<file path="src/rtl/hall_pkg.sv">
// Shared hall-sensor definitions: sector encoding, direction values and
// mod-6 sector arithmetic used by the conditioner and the commutation stage.
package hall_pkg;

  localparam logic [2:0] SECTOR_INVALID = 3'd7;
  localparam logic [2:0] SECTOR_LAST    = 3'd5;

  typedef enum logic {
    DIR_REV = 1'b0,
    DIR_FWD = 1'b1
  } dir_e;

  function automatic logic [2:0] code_to_sector(input logic [2:0] code);
    case (code)
      3'b001:  return 3'd0;
      3'b101:  return 3'd1;
      3'b100:  return 3'd2;
      3'b110:  return 3'd3;
      3'b010:  return 3'd4;
      3'b011:  return 3'd5;
      default: return SECTOR_INVALID;
    endcase
  endfunction

  function automatic logic [2:0] next_sector(input logic [2:0] s);
    return (s == SECTOR_LAST) ? 3'd0 : s + 3'd1;
  endfunction

  function automatic logic [2:0] prev_sector(input logic [2:0] s);
    return (s == 3'd0) ? SECTOR_LAST : s - 3'd1;
  endfunction

endpackage

</file>
<file path="src/rtl/hall_filter.sv">
// Two-flop synchronizer plus stability filter on the 3-bit hall bus.
// stable asserts once the candidate has been held for FILT_CYC cycles.
module hall_filter #(
  parameter int FILT_CYC = 4
) (
  input  logic       CLK,
  input  logic       RST,
  input  logic [2:0] raw,
  output logic [2:0] cand,
  output logic       stable
);

  localparam int CW = (FILT_CYC > 1) ? $clog2(FILT_CYC) : 1;
  localparam logic [CW-1:0] CNT_LAST = CW'(FILT_CYC - 1);

  logic [2:0]    sync1;
  logic [2:0]    sync2;
  logic [CW-1:0] cnt;

  // NOTE: every flop uses <= so each stage samples the pre-edge value of the one before it.
  always_ff @(posedge CLK) begin
    if (RST) begin
      sync1 <= '0;
      sync2 <= '0;
      cand  <= '0;
      cnt   <= '0;
    end else begin
      sync1 <= raw;
      sync2 <= sync1;
      if (sync2 != cand) begin
        cand <= sync2;
        cnt  <= '0;
      end else if (cnt != CNT_LAST) begin
        cnt <= cnt + CW'(1);
      end
    end
  end

  // cnt == FILT_CYC-1 means the candidate has been held for FILT_CYC cycles.
  assign stable = (cnt == CNT_LAST);

endmodule

</file>
<file path="src/rtl/hall_conditioner.sv">
// Hall front end: filtered code, sector decode, rotation direction,
// electrical-sector period measurement and sticky fault detection.
module hall_conditioner
  import hall_pkg::*;
#(
  parameter int FILT_CYC = 4,
  parameter int PER_W    = 16
) (
  input  logic             CLK,
  input  logic             RST,
  input  logic             H1,
  input  logic             H2,
  input  logic             H3,
  output logic [2:0]       HALL,
  output logic [2:0]       SECTOR,
  output logic             VALID,
  output logic             EDGE,
  output logic             DIR,
  output logic [PER_W-1:0] PERIOD,
  output logic             PER_VLD,
  output logic             STALL,
  output logic             FAULT
);

  localparam logic [PER_W-1:0] CNT_MAX = '1;

  logic [2:0]       cand;
  logic             stable;
  logic             accept;
  logic [2:0]       new_sector;
  logic             new_legal;
  logic             edge_now;
  logic             seen_edge;
  logic [PER_W-1:0] cnt;
  logic [PER_W-1:0] cnt_next;

  hall_filter #(.FILT_CYC(FILT_CYC)) u_filter (
    .CLK   (CLK),
    .RST   (RST),
    .raw   ({H3, H2, H1}),
    .cand  (cand),
    .stable(stable)
  );

  assign accept     = stable && (cand != HALL);
  assign new_sector = code_to_sector(cand);
  assign new_legal  = (new_sector != SECTOR_INVALID);
  assign edge_now   = accept && new_legal;
  // The counter keeps running across illegal codes; only a legal edge clears it.
  assign cnt_next   = edge_now ? '0 : (cnt == CNT_MAX) ? cnt : cnt + PER_W'(1);

  always_ff @(posedge CLK) begin
    if (RST) begin
      HALL      <= 3'b000;
      SECTOR    <= SECTOR_INVALID;
      VALID     <= 1'b0;
      EDGE      <= 1'b0;
      DIR       <= DIR_FWD;
      PERIOD    <= '0;
      PER_VLD   <= 1'b0;
      STALL     <= 1'b0;
      FAULT     <= 1'b0;
      seen_edge <= 1'b0;
      cnt       <= '0;
    end else begin
      EDGE    <= edge_now;
      PER_VLD <= edge_now && seen_edge && (cnt != CNT_MAX);
      cnt     <= cnt_next;
      STALL   <= (cnt_next == CNT_MAX);
      if (accept) begin
        HALL   <= cand;
        SECTOR <= new_sector;
        VALID  <= new_legal;
        if (!new_legal) begin
          FAULT <= 1'b1;
        end else begin
          seen_edge <= 1'b1;
          PERIOD    <= cnt + PER_W'(1);
          // Direction is only judged between two consecutive legal codes.
          if (seen_edge && VALID) begin
            if (new_sector == next_sector(SECTOR))      DIR   <= DIR_FWD;
            else if (new_sector == prev_sector(SECTOR)) DIR   <= DIR_REV;
            else                                        FAULT <= 1'b1;
          end
        end
      end
    end
  end

endmodule

</file>
<file path="config.mk">
export PLATFORM = sky130hd
export DESIGN_NAME = hall_conditioner
export DESIGN_NICKNAME = d
export VERILOG_FILES = /design/src/rtl/hall_pkg.sv /design/src/rtl/hall_filter.sv /design/src/rtl/hall_conditioner.sv
export SDC_FILE = /design/constraint.sdc
export NUM_CORES = 1
export LEC_CHECK = 0
export CAP_MARGIN = 20
export CORE_MARGIN = 3
export CORE_UTILIZATION = 50
export DETAILED_ROUTE_END_ITERATION = 7
export DONT_BUFFER_PORTS = 1
export GPL_TIMING_DRIVEN = 0
export PLACE_DENSITY = 0.77
export SKIP_CTS_REPAIR_TIMING = 1
export SYNTH_ARGS = -nofsm -noshare
export SYNTH_HDL_FRONTEND = slang
export SYNTH_HIERARCHICAL = 1
export SYNTH_SLANG_ARGS = --single-unit
</file>
<file path="constraint.sdc">
create_clock -name CLK -period 1.9 [get_ports CLK]
set_input_delay 0.19 -clock CLK [delete_from_list [all_inputs] [get_ports CLK]]
set_output_delay 0.19 -clock CLK [all_outputs]
set_load 0.005 [all_outputs]
</file>
==> results of run 1 <==
-- flip-flops by register name (all words and copies together) (netlist names) --
register,count
PERIOD,16
seen_edge,1
u_filter/cand,3
EDGE,1
cnt,16
u_filter/cnt,2
u_filter/sync2,3
DIR,1
VALID,1
STALL,1
u_filter/sync1,3
SECTOR,3
PER_VLD,1
HALL,3
FAULT,1
-- layout make-up --
class,count,area share [%]
inverter,4,0.522
multi-input combinational,198,46.5
buffer,19,3.87
sequential,56,39.3
clock inverter,3,0.913
clock buffer,5,2.39
tap,67,2.91
timing repair buffer,13,3.57
-- report_power, final --
| part | internal, mW | switching, mW |
|---|---|---|
| Clock | 0.269 | 0.413 |
| Combinational | 0.0535 | 0.0730 |
| Sequential | 1.19 | 0.0171 |
-- cell usage in the layout (no fill, tap or decap), types with 3 or more instances in the layout --
cell type   n
mux2i_1     6
clkbuf_1    4
inv_1       3
nand4_1     4
nand3_1     8
buf_2       4
nor2b_1    13
xor2_1     16
nor2_1     38
a211oi_1   16
nand2_1    13
nor3_1      5
and3_1      3
dfxtp_2     3
buf_4      15
xnor2_1    11
clkbuf_2    4
clkbuf_8    5
dfxtp_1    51
o211ai_1    3
a21oi_1    19
-- final timing paths --
kind | from | endpoint | depth (start not counted)
max | cnt[0] | STALL | 8
min | H2 | u_filter/sync1[1] | 1
min reg2reg | u_filter/sync1[1] | u_filter/sync2[1] | 1
max reg2reg | cnt[0] | STALL | 8
-- logic make-up (layout without fill, tap and decap cells) --
group,count (synthesis),count (layout)
AO/OA/AOI/OAI,59,59
XOR/XNOR,27,27
adder cells (fa/ha/maj),2,2
buffers and inverters,23,44
flip-flops,56,56
multiplexers,6,6
AND/OR/NAND/NOR,104,104
-- through the flow --
step                      utilization (%)  power [mW]  instance area [um^2]  instances
final                                59.7        2.02                  2880        365
after global routing                 59.7        2.09                  2880        365
after CTS                            56.2        2.00                  2710        352
after detailed placement             54.3        1.34                  2610        344
after global placement               54.3        1.34                  2610        344
after floorplan                         -        1.32                  2530        277
-- layer usage --
metal	vias to the layer above	share of wire, %	GRT usage, %
li1	1020	-	-
met3	5	4.6	5.40
met5	-	0	0
met1	968	47	22.8
met2	43	47	29.1
met4	0	1.2	6.41
==> flow_metrics.env, run 1 <==
export IMPL_status="finished, final reports clean"
export IMPL_crit_family="simple AND/OR/NAND/NOR gates"
export IMPL_area_growth_pct=13.7
export IMPL_syn_nets=284
export IMPL_setup_violations=0
export IMPL_wl_per_cell_um=15.2
export IMPL_critPathLaunchType="register"
export IMPL_cts_root_buf="clkbuf_8"
export IMPL_layout_drive_gt1_share_pct=18.5
export IMPL_routabilityCongestion=0.875
export IMPL_drtAntennaViolNets=0
export IMPL_cts_sinks=56
export IMPL_multi_input_area_mm2=0.00134
export IMPL_io_pin_count=33
export IMPL_syn_cell_area_mm2=0.00253
export IMPL_yosys_area_top_type_share_pct=44.3
export IMPL_register_area_mm2=0.00113
export IMPL_die_x_um=77.1
export IMPL_yosysWarnings=6
export IMPL_grt_max_degree=20
export IMPL_maxCapViolCount=0
export IMPL_vias=2036
export IMPL_reg2reg_slack_ps=8
export IMPL_n_fill_cell=430
export IMPL_required_ps=2160
export IMPL_synth_top_family_by_area="simple AND/OR/NAND/NOR gates"
export IMPL_synth_simple_area_share_pct=22.6
export IMPL_holdWs_ps=22.5
export IMPL_fin_ws_ps=8.04
export IMPL_fin_setup_tns_ps=0
export IMPL_core_area_mm2=0.00482
export IMPL_drc=0
export IMPL_fmax_mhz=529
export IMPL_ys_seq_elements=56
export IMPL_synth_common_cells="dfxtp_1 (56), nor2_1 (38), a21oi_1 (19)"
export IMPL_grt_util_all_layers_pct=18.1
export IMPL_ir_worst_vdd_v=0.000360
export IMPL_synth_cells=277
export IMPL_initial_core_util_pct=52.5
export IMPL_viasPerCell=5.58
export IMPL_drt_iter0_markers=119
export IMPL_crit_buf_inv=2
export IMPL_synth_compound_area_share_pct=16.4
export IMPL_hold_viol=0
export IMPL_cts_tree="built"
export IMPL_numPortBuffers=0
export IMPL_p_leak_nw=1.04
export IMPL_slew_viol_final=0
export IMPL_synth_top_area_cell="dfxtp_1"
export IMPL_synth_main_ff_cell="dfxtp_1"
export IMPL_antenna_found_initial=0
export IMPL_ys_top_cells_by_area="dfxtp_1 (44%), nor2_1 (5.6%), xor2_1 (5.5%)"
export IMPL_min_period_over_period_pct=99.6
export IMPL_tightest_slew_ps=504
export IMPL_antenna_cells=0
export IMPL_die_area_mm2=0.00595
export IMPL_path_clk_slew_ps=110
export IMPL_yosysMostFrequentCell="dfxtp_1"
export IMPL_synth_area_per_cell_um2=9.13
export IMPL_synth_mux_area_share_pct=2.37
export IMPL_worst_hold_path_type="input port to register"
export IMPL_power_density_mw_per_mm2=701
export IMPL_yosysSeqAreaShare_pct=44.3
export IMPL_rsz0062_at_grt="true"
export IMPL_rows=25
export IMPL_htree_levels=2
export IMPL_grt_pass1_wl_um=8610
export IMPL_slowest_stage="nor4_4"
export IMPL_synthArstFlopShare_pct=0
export IMPL_drt_wl_total_um=5530
export IMPL_final_nets=304
export IMPL_cpPeakStageDelay_ps=410
export IMPL_crit_chain="ha_1, buf_6, inv_2, nor4_4, nand4_4, a22oi_2, a21oi_1, nor3_2"
export IMPL_crit_path_max_fanout=8
export IMPL_period_needed_ps=1890
export IMPL_arrival_ps=2150
export IMPL_synth_edff_count=0
export IMPL_fp_dieH_um=77.1
export IMPL_crit_type="register to register"
export IMPL_cts_buffers=5
export IMPL_hpwlAfterDp_um=3790
export IMPL_finClkSkew_ps=15.2
export IMPL_maxSlewHeadroom_pct=66.4
export IMPL_synth_xor_area_share_pct=9.35
export IMPL_clock_latency_ps=320
export IMPL_place_ws_ps=-270
export IMPL_grt_pass1_vias=1829
export IMPL_overflow=0
export IMPL_clk_path_buf_depth=2
export IMPL_ys_types=52
export IMPL_cp_end_kind="register"
export IMPL_synthAdderAreaFrac_pct=0.989
export IMPL_first_pass_iters=4
(Power assumes the default switching activity.)
==> run 2: changes to the inputs <==
--- a/config.mk
+++ b/config.mk
@@ -5,6 +5,7 @@
 export SDC_FILE = /design/constraint.sdc
 export NUM_CORES = 1
 export LEC_CHECK = 0
+export ABC_AREA = 1
 export CAP_MARGIN = 20
 export CORE_MARGIN = 3
 export CORE_UTILIZATION = 50
==> run 2 against run 1 <==
Net effect:
- combinational power down 10%
- critical path depth up 1
- design area stayed put
- register-to-register slack gained 120 ps
- global-route usage grew 1.5 points
- routed wire length increased by 3.3%
- count of clock-buffer cells in the layout up 2
==> flow_metrics.env, run 2 <==
export IMPL_synthArstFlopShare_pct=0
export IMPL_clk_path_buf_depth=2
export IMPL_worst_hold_path_type="input port to register"
export IMPL_first_pass_iters=4
export IMPL_rsz0062_at_grt="true"
export IMPL_syn_cell_area_mm2=0.00262
export IMPL_synth_main_ff_cell="dfxtp_1"
export IMPL_ys_types=28
export IMPL_cts_buffers=5
export IMPL_io_pin_count=33
export IMPL_use_met3_pct=5.05
export IMPL_hold_viol=0
export IMPL_yosysWarnings=6
export IMPL_ys_top_cells_by_area="dfxtp_1 (43%), nand2_1 (15%), nor2_1 (7.3%)"
export IMPL_slew_viol_final=0
export IMPL_final_cell_mix="nand2_1 (100), dfxtp_1 (54), nor2_1 (49), inv_1 (37), nand3_1 (35)"
export IMPL_required_ps=2140
export IMPL_yosysMostFrequentCell="nand2_1"
export IMPL_overflow=0
export IMPL_dp_cells=441
export IMPL_synth_edff_count=0
export IMPL_antenna_found_initial=0
export IMPL_viasPerCell=5.11
export IMPL_hpwlAfterDp_um=4200
export IMPL_crit_type="register to register"
export IMPL_final_nets=393
export IMPL_multi_input_area_mm2=0.00131
export IMPL_synth_common_cells="nand2_1 (102), dfxtp_1 (56), nor2_1 (51)"
export IMPL_initial_core_util_pct=53.4
export IMPL_crit_path_end="STALL"
export IMPL_cts_root_buf="clkbuf_8"
export IMPL_cp_end_kind="register"
export IMPL_status="finished, final reports clean"
export IMPL_r2r_cells=9
export IMPL_drc=0
export IMPL_p_int_mw=1.50
export IMPL_die_x_um=78.4
export IMPL_ys_seq_elements=56
export IMPL_fmax_mhz=563
export IMPL_layout_commonest_cell="nand2_1"
export IMPL_cts_sinks=56
export IMPL_ir_worst_vdd_v=0.000498
export IMPL_grt_pass1_wl_um=9680
export IMPL_wl_per_cell_um=12.6
export IMPL_p_leak_nw=1.22
export IMPL_htree_levels=2
export IMPL_maxSlewHeadroom_pct=62.4
export IMPL_power_total_mw=1.98
export IMPL_area_growth_pct=9.68
export IMPL_setup_worst_path_start="u_filter/cand[1]"
export IMPL_die_area_mm2=0.00615
export IMPL_drt_iter0_markers=127
export IMPL_rows=25
export IMPL_critPathLaunchType="register"
export IMPL_place_area_mm2=0.00271
export IMPL_holdWs_ps=64.1
export IMPL_vias=2322
export IMPL_setup_violations=0
export IMPL_grt_util_all_layers_pct=19.6
export IMPL_largestRegisters="PERIOD (16), cnt (16)"
export IMPL_tightest_slew_ps=563
export IMPL_syn_nets=381
export IMPL_power_switching_mw=0.483
export IMPL_numPortBuffers=0
export IMPL_clock_latency_ps=310
export IMPL_min_period_over_period_pct=93.5
export IMPL_fp_dieH_um=78.4
export IMPL_reg2reg_from="u_filter/cand[1]"
export IMPL_register_area_mm2=0.00113
export IMPL_final_util_pct=58.6
export IMPL_grt_use_met1_pct=25.6
export IMPL_yosys_area_top_type_share_pct=42.7
export IMPL_period_needed_ps=1780
export IMPL_path_clk_slew_ps=100
export IMPL_routabilityCongestion=0.907
export IMPL_grt_max_degree=17
export IMPL_arrival_ps=2020
export IMPL_layout_drive_gt1_share_pct=10.9
export IMPL_place_ws_ps=52.7
export IMPL_maxCapViolCount=0
export IMPL_synth_top_area_cell="dfxtp_1"
export IMPL_rr_endpoint="STALL"
export IMPL_yosysSeqAreaShare_pct=42.7
export IMPL_drtAntennaViolNets=0
export IMPL_finClkSkew_ps=7.00
export IMPL_drt_wl_total_um=5720
export IMPL_power_frac_seq_pct=61.0
export IMPL_core_area_mm2=0.00491
export IMPL_busiest_layer="met2"
export IMPL_power_density_mw_per_mm2=689
export IMPL_fin_ws_ps=124
export IMPL_grt_use_met2_pct=31.8
export IMPL_pwr_share_comb_pct=5.7
export IMPL_final_area_mm2=0.00288
export IMPL_antenna_cells=0
export IMPL_instances_no_fill=454
export IMPL_n_fill_cell=479
export IMPL_p_clk_share_pct=33.2
export IMPL_synth_cells=374
export IMPL_synth_area_per_cell_um2=7.02
export IMPL_grt_pass1_vias=2156
export IMPL_crit_path_max_fanout=10
export IMPL_cts_tree="built"
export IMPL_reg2reg_slack_ps=120
export IMPL_fin_setup_tns_ps=0
export IMPL_p_sw_share_pct=24.3
[run 2: changes by cell type after synthesis, sizes merged, moves of 6 or more]
cell    delta
nand2     +95
nand3     +29
nor2      +19
a211oi    -16
inv       +35
mux2i      -6
xnor2      -9
xor2       -8
o21ai     +14
nor2b     -13
[run 2: power by group through the flow]
stage	sequential [mW]	clock, mW	combinational [mW]
6_report	1.21	0.659	0.114
4_1_cts	1.21	0.665	0.103
5_1_grt	1.21	0.707	0.131
3_3_place_gp	1.23	0	0.0990
3_5_place_dp	1.24	0	0.102
2_1_floorplan	1.23	0	0.0826
[run 2: kinds of logic (layout without fill, tap and decap cells)]
| logic type | Yosys count | count (layout) | synth area share [%] |
|---|---|---|---|
| AOI/OAI and AO/OA | 39 | 39 | 7.87 |
| xor gates and xnor gates | 10 | 10 | 3.34 |
| adders and majority gates | 2 | 2 | 0.954 |
| buffers and inverters | 51 | 64 | 8.49 |
| DFF | 56 | 56 | 42.7 |
| and+or+nand+nor | 216 | 216 | 36.6 |
[run 2: how the worst min path moves through the flow]
stage | start | end | slack, ps | depth (start not counted)
after floorplan | RST | EDGE | 270 | 1
after global placement | RST | EDGE | 270 | 1
after detailed placement | RST | EDGE | 280 | 1
after CTS | RST | EDGE | -60 | 1
after global routing | RST | u_filter/sync2[0] | 70 | 2
final | RST | u_filter/sync2[2] | 60 | 2
[run 2: layout make-up]
| class | count | area share (%) |
|---|---|---|
| Multi-Input combinational cell | 267 | 45.4 |
| Sequential cell | 56 | 39.1 |
| Inverter | 40 | 5.39 |
| Tap cell | 67 | 2.91 |
| Clock buffer | 7 | 2.65 |
| Buffer | 11 | 2.52 |
| Timing Repair Buffer | 5 | 1.65 |
| Clock inverter | 1 | 0.304 |
[run 2: worst max-delay path: stages, from the launching register on]
cell     delay, ps
dfxtp_1        460
inv_1          110
nand2_1        140
nand3_1        160
nand3_2        180
buf_6          160
nand3_2        120
nor2_2         120
nand3_1         90
nor3_2         160
[run 2: routing by layer]
layer  vias up  share of wire [%]
li1       1216                  -
met1      1050                 48
met2        51                 45
met3         5                6.1
met4         0                1.1
met5         -                  0
==> run 3: changes to the inputs <==
--- a/config.mk
+++ b/config.mk
@@ -7,12 +7,14 @@
 export LEC_CHECK = 0
 export ABC_AREA = 1
 export CAP_MARGIN = 20
+export CELL_PAD_IN_SITES_DETAIL_PLACEMENT = 0
+export CELL_PAD_IN_SITES_GLOBAL_PLACEMENT = 2
 export CORE_MARGIN = 3
-export CORE_UTILIZATION = 50
+export CORE_UTILIZATION = 35
 export DETAILED_ROUTE_END_ITERATION = 7
 export DONT_BUFFER_PORTS = 1
 export GPL_TIMING_DRIVEN = 0
-export PLACE_DENSITY = 0.77
+export PLACE_DENSITY = 0.87
 export SKIP_CTS_REPAIR_TIMING = 1
 export SYNTH_ARGS = -nofsm -noshare
 export SYNTH_HDL_FRONTEND = slang
==> constraint.sdc (replaced) <==
create_clock -name CLK -period 1.7 [get_ports CLK]
set_input_delay 0.17 -clock CLK [delete_from_list [all_inputs] [get_ports CLK]]
set_output_delay 0.17 -clock CLK [all_outputs]
set_load 0.005 [all_outputs]
==> run 3 against run 2 <==
Net effect:
- the run now ends with setup timing left
- via count shrank 1.7%
- combinational power rose by 18%
- total power increased by 11%
- die area grew 39%
- clock power up 8.3%
- maximum frequency up 3.2%
- core utilization fell by 15 points
- sequential share of layout area is 2.2 points lower
- hold slack worse by 55 ps
- critical path depth grew 3
- register-to-register slack worse by 150 ps
- largest cell class unchanged
- largest power group unchanged
- highest routed layer unchanged
==> flow_metrics.env, run 3 (same netlist as run 2, synthesis figures left out) <==
export IMPL_maxCapViolCount=0
export IMPL_use_met3_pct=3.49
export IMPL_core_area_mm2=0.00702
export IMPL_period_needed_ps=1720
export IMPL_routabilityCongestion=0.802
export IMPL_status="finished with violations"
export IMPL_tightest_slew_ps=556
export IMPL_viasPerCell=4.67
export IMPL_cpPeakStageDelay_ps=390
export IMPL_setup_violations=1
export IMPL_grt_pass1_wl_um=10500
export IMPL_power_total_mw=2.20
export IMPL_drtAntennaViolNets=0
export IMPL_cts_tree="built"
export IMPL_r2r_cells=12
export IMPL_maxSlewHeadroom_pct=63.0
export IMPL_final_nets=400
export IMPL_crit_chain="ha_4, nand2_4, nor2_4, nand2_4, clkinv_4, nand2_8, buf_12, nand2_4, nand3_2, nor2_1, nand3_1, nor3_2"
export IMPL_fin_ws_ps=-21.0
export IMPL_layout_drive_gt1_share_pct=16.0
export IMPL_cts_buffers=5
export IMPL_cts_sinks=56
export IMPL_p_leak_nw=1.28
export IMPL_hpwlAfterDp_um=4780
export IMPL_grt_use_met1_pct=22.0
export IMPL_antenna_found_initial=0
export IMPL_worst_hold_path_type="input port to register"
export IMPL_htree_levels=2
export IMPL_clk_path_buf_depth=2
export IMPL_critPathLaunchType="register"
export IMPL_drt_wl_total_um=6370
export IMPL_overflow=0
export IMPL_fmax_mhz=581
export IMPL_first_pass_iters=4
export IMPL_min_period_over_period_pct=101
export IMPL_slowest_stage="dfxtp_4"
export IMPL_drt_iter0_markers=98
export IMPL_numPortBuffers=0
export IMPL_grt_pass1_vias=2075
export IMPL_path_clk_slew_ps=100
export IMPL_grt_util_all_layers_pct=15.4
export IMPL_vias=2282
export IMPL_wl_per_cell_um=13.0
export IMPL_crit_type="register to register"
export IMPL_arrival_ps=1970
export IMPL_largestRegisters="PERIOD (16), cnt (16)"
export IMPL_antenna_cells=0
export IMPL_n_fill_cell=730
export IMPL_required_ps=1940
export IMPL_busiest_layer="met2"
export IMPL_die_area_mm2=0.00857
export IMPL_grt_max_degree=17
export IMPL_clock_latency_ps=310
export IMPL_final_cell_mix="nand2_1 (97), dfxtp_1 (50), nor2_1 (47), inv_1 (37), nand3_1 (33)"
export IMPL_crit_path_max_fanout=6
export IMPL_hold_depth=3
export IMPL_cp_end_kind="register"
export IMPL_power_density_mw_per_mm2=715
export IMPL_hold_viol=0
export IMPL_dp_cells=470
export IMPL_rows=30
export IMPL_finClkSkew_ps=4.36
export IMPL_cts_root_buf="clkbuf_8"
export IMPL_ir_worst_vdd_v=0.000297
export IMPL_rsz0062_at_grt="true"
export IMPL_slew_viol_final=0
export IMPL_crit_path_frequent_cell="nand2_4"
export IMPL_die_x_um=92.6
export IMPL_violations="setup timing"
export IMPL_grt_use_met2_pct=23.4
export IMPL_drc=0
export IMPL_fp_dieH_um=92.6
export IMPL_area_growth_pct=17.3
export IMPL_instances_no_fill=489
export IMPL_layout_commonest_cell="nand2_1"
export IMPL_initial_core_util_pct=37.4
export IMPL_io_pin_count=33
[run 3: cell count changes in the layout (fill, tap and decap cells not counted), sizes merged]
cell,change
buf,+8
clkbuf,-2
clkinvlp,+1
dlygate4sd3,-1
[run 3: cell type report]
class | count | area (um^2) | area share, %
inverter | 40 | 155 | 5.04
tap | 96 | 120 | 3.90
multi-input combinational | 267 | 1390 | 45.1
clock buffer | 5 | 68.8 | 2.24
clock inverter | 2 | 12.5 | 0.407
buffer | 11 | 80.1 | 2.60
timing repair buffer | 12 | 115 | 3.74
sequential | 56 | 1140 | 36.9
[run 3: report_power, final]
group	total (mW)	switching, mW	internal, mW
logic	0.135	0.0829	0.0518
registers	1.35	0.0199	1.33
clock network	0.714	0.433	0.281
total	2.20	0.536	1.66
[run 3: worst max-delay path: cells and delay by family, from the launching register on]
kind,cells,cell delay [ps]
adders and majority gates,1,160
buffers and inverters,2,220
DFF,1,390
and+or+nand+nor,9,880
[run 3: per-stage QoR]
| stage | hold slack (ps) | setup TNS (ps) | setup WS [ps] | util, % | cell area, um^2 |
|---|---|---|---|---|---|
| after floorplan | 246 | 0 | 127 | - | 2620 |
| after global placement | 255 | -768 | -138 | 39.1 | 2740 |
| after detailed placement | 254 | -935 | -147 | 39.1 | 2740 |
| after CTS | -89.1 | -1350 | -166 | 40.2 | 2830 |
| after global routing | 21.6 | -252 | -154 | 43.8 | 3080 |
| final | 8.69 | -21.0 | -21.0 | 43.8 | 3080 |
[run 3: path summary, 6_finish.rpt]
check	slack, ps	to	startpoint
setup / recovery	-20	STALL	cnt[0]
hold / removal	9	PERIOD[14]	RST
setup reg to reg	-20	STALL	cnt[0]
hold reg to reg	410	u_filter/sync2[0]	u_filter/sync1[0]
[run 3: layer usage]
layer | part of all wire (%) | wire, um
met1 | 53 | 3350
met3 | 4.9 | 315
met5 | 0 | 0
met2 | 42 | 2650
met4 | 0.86 | 55
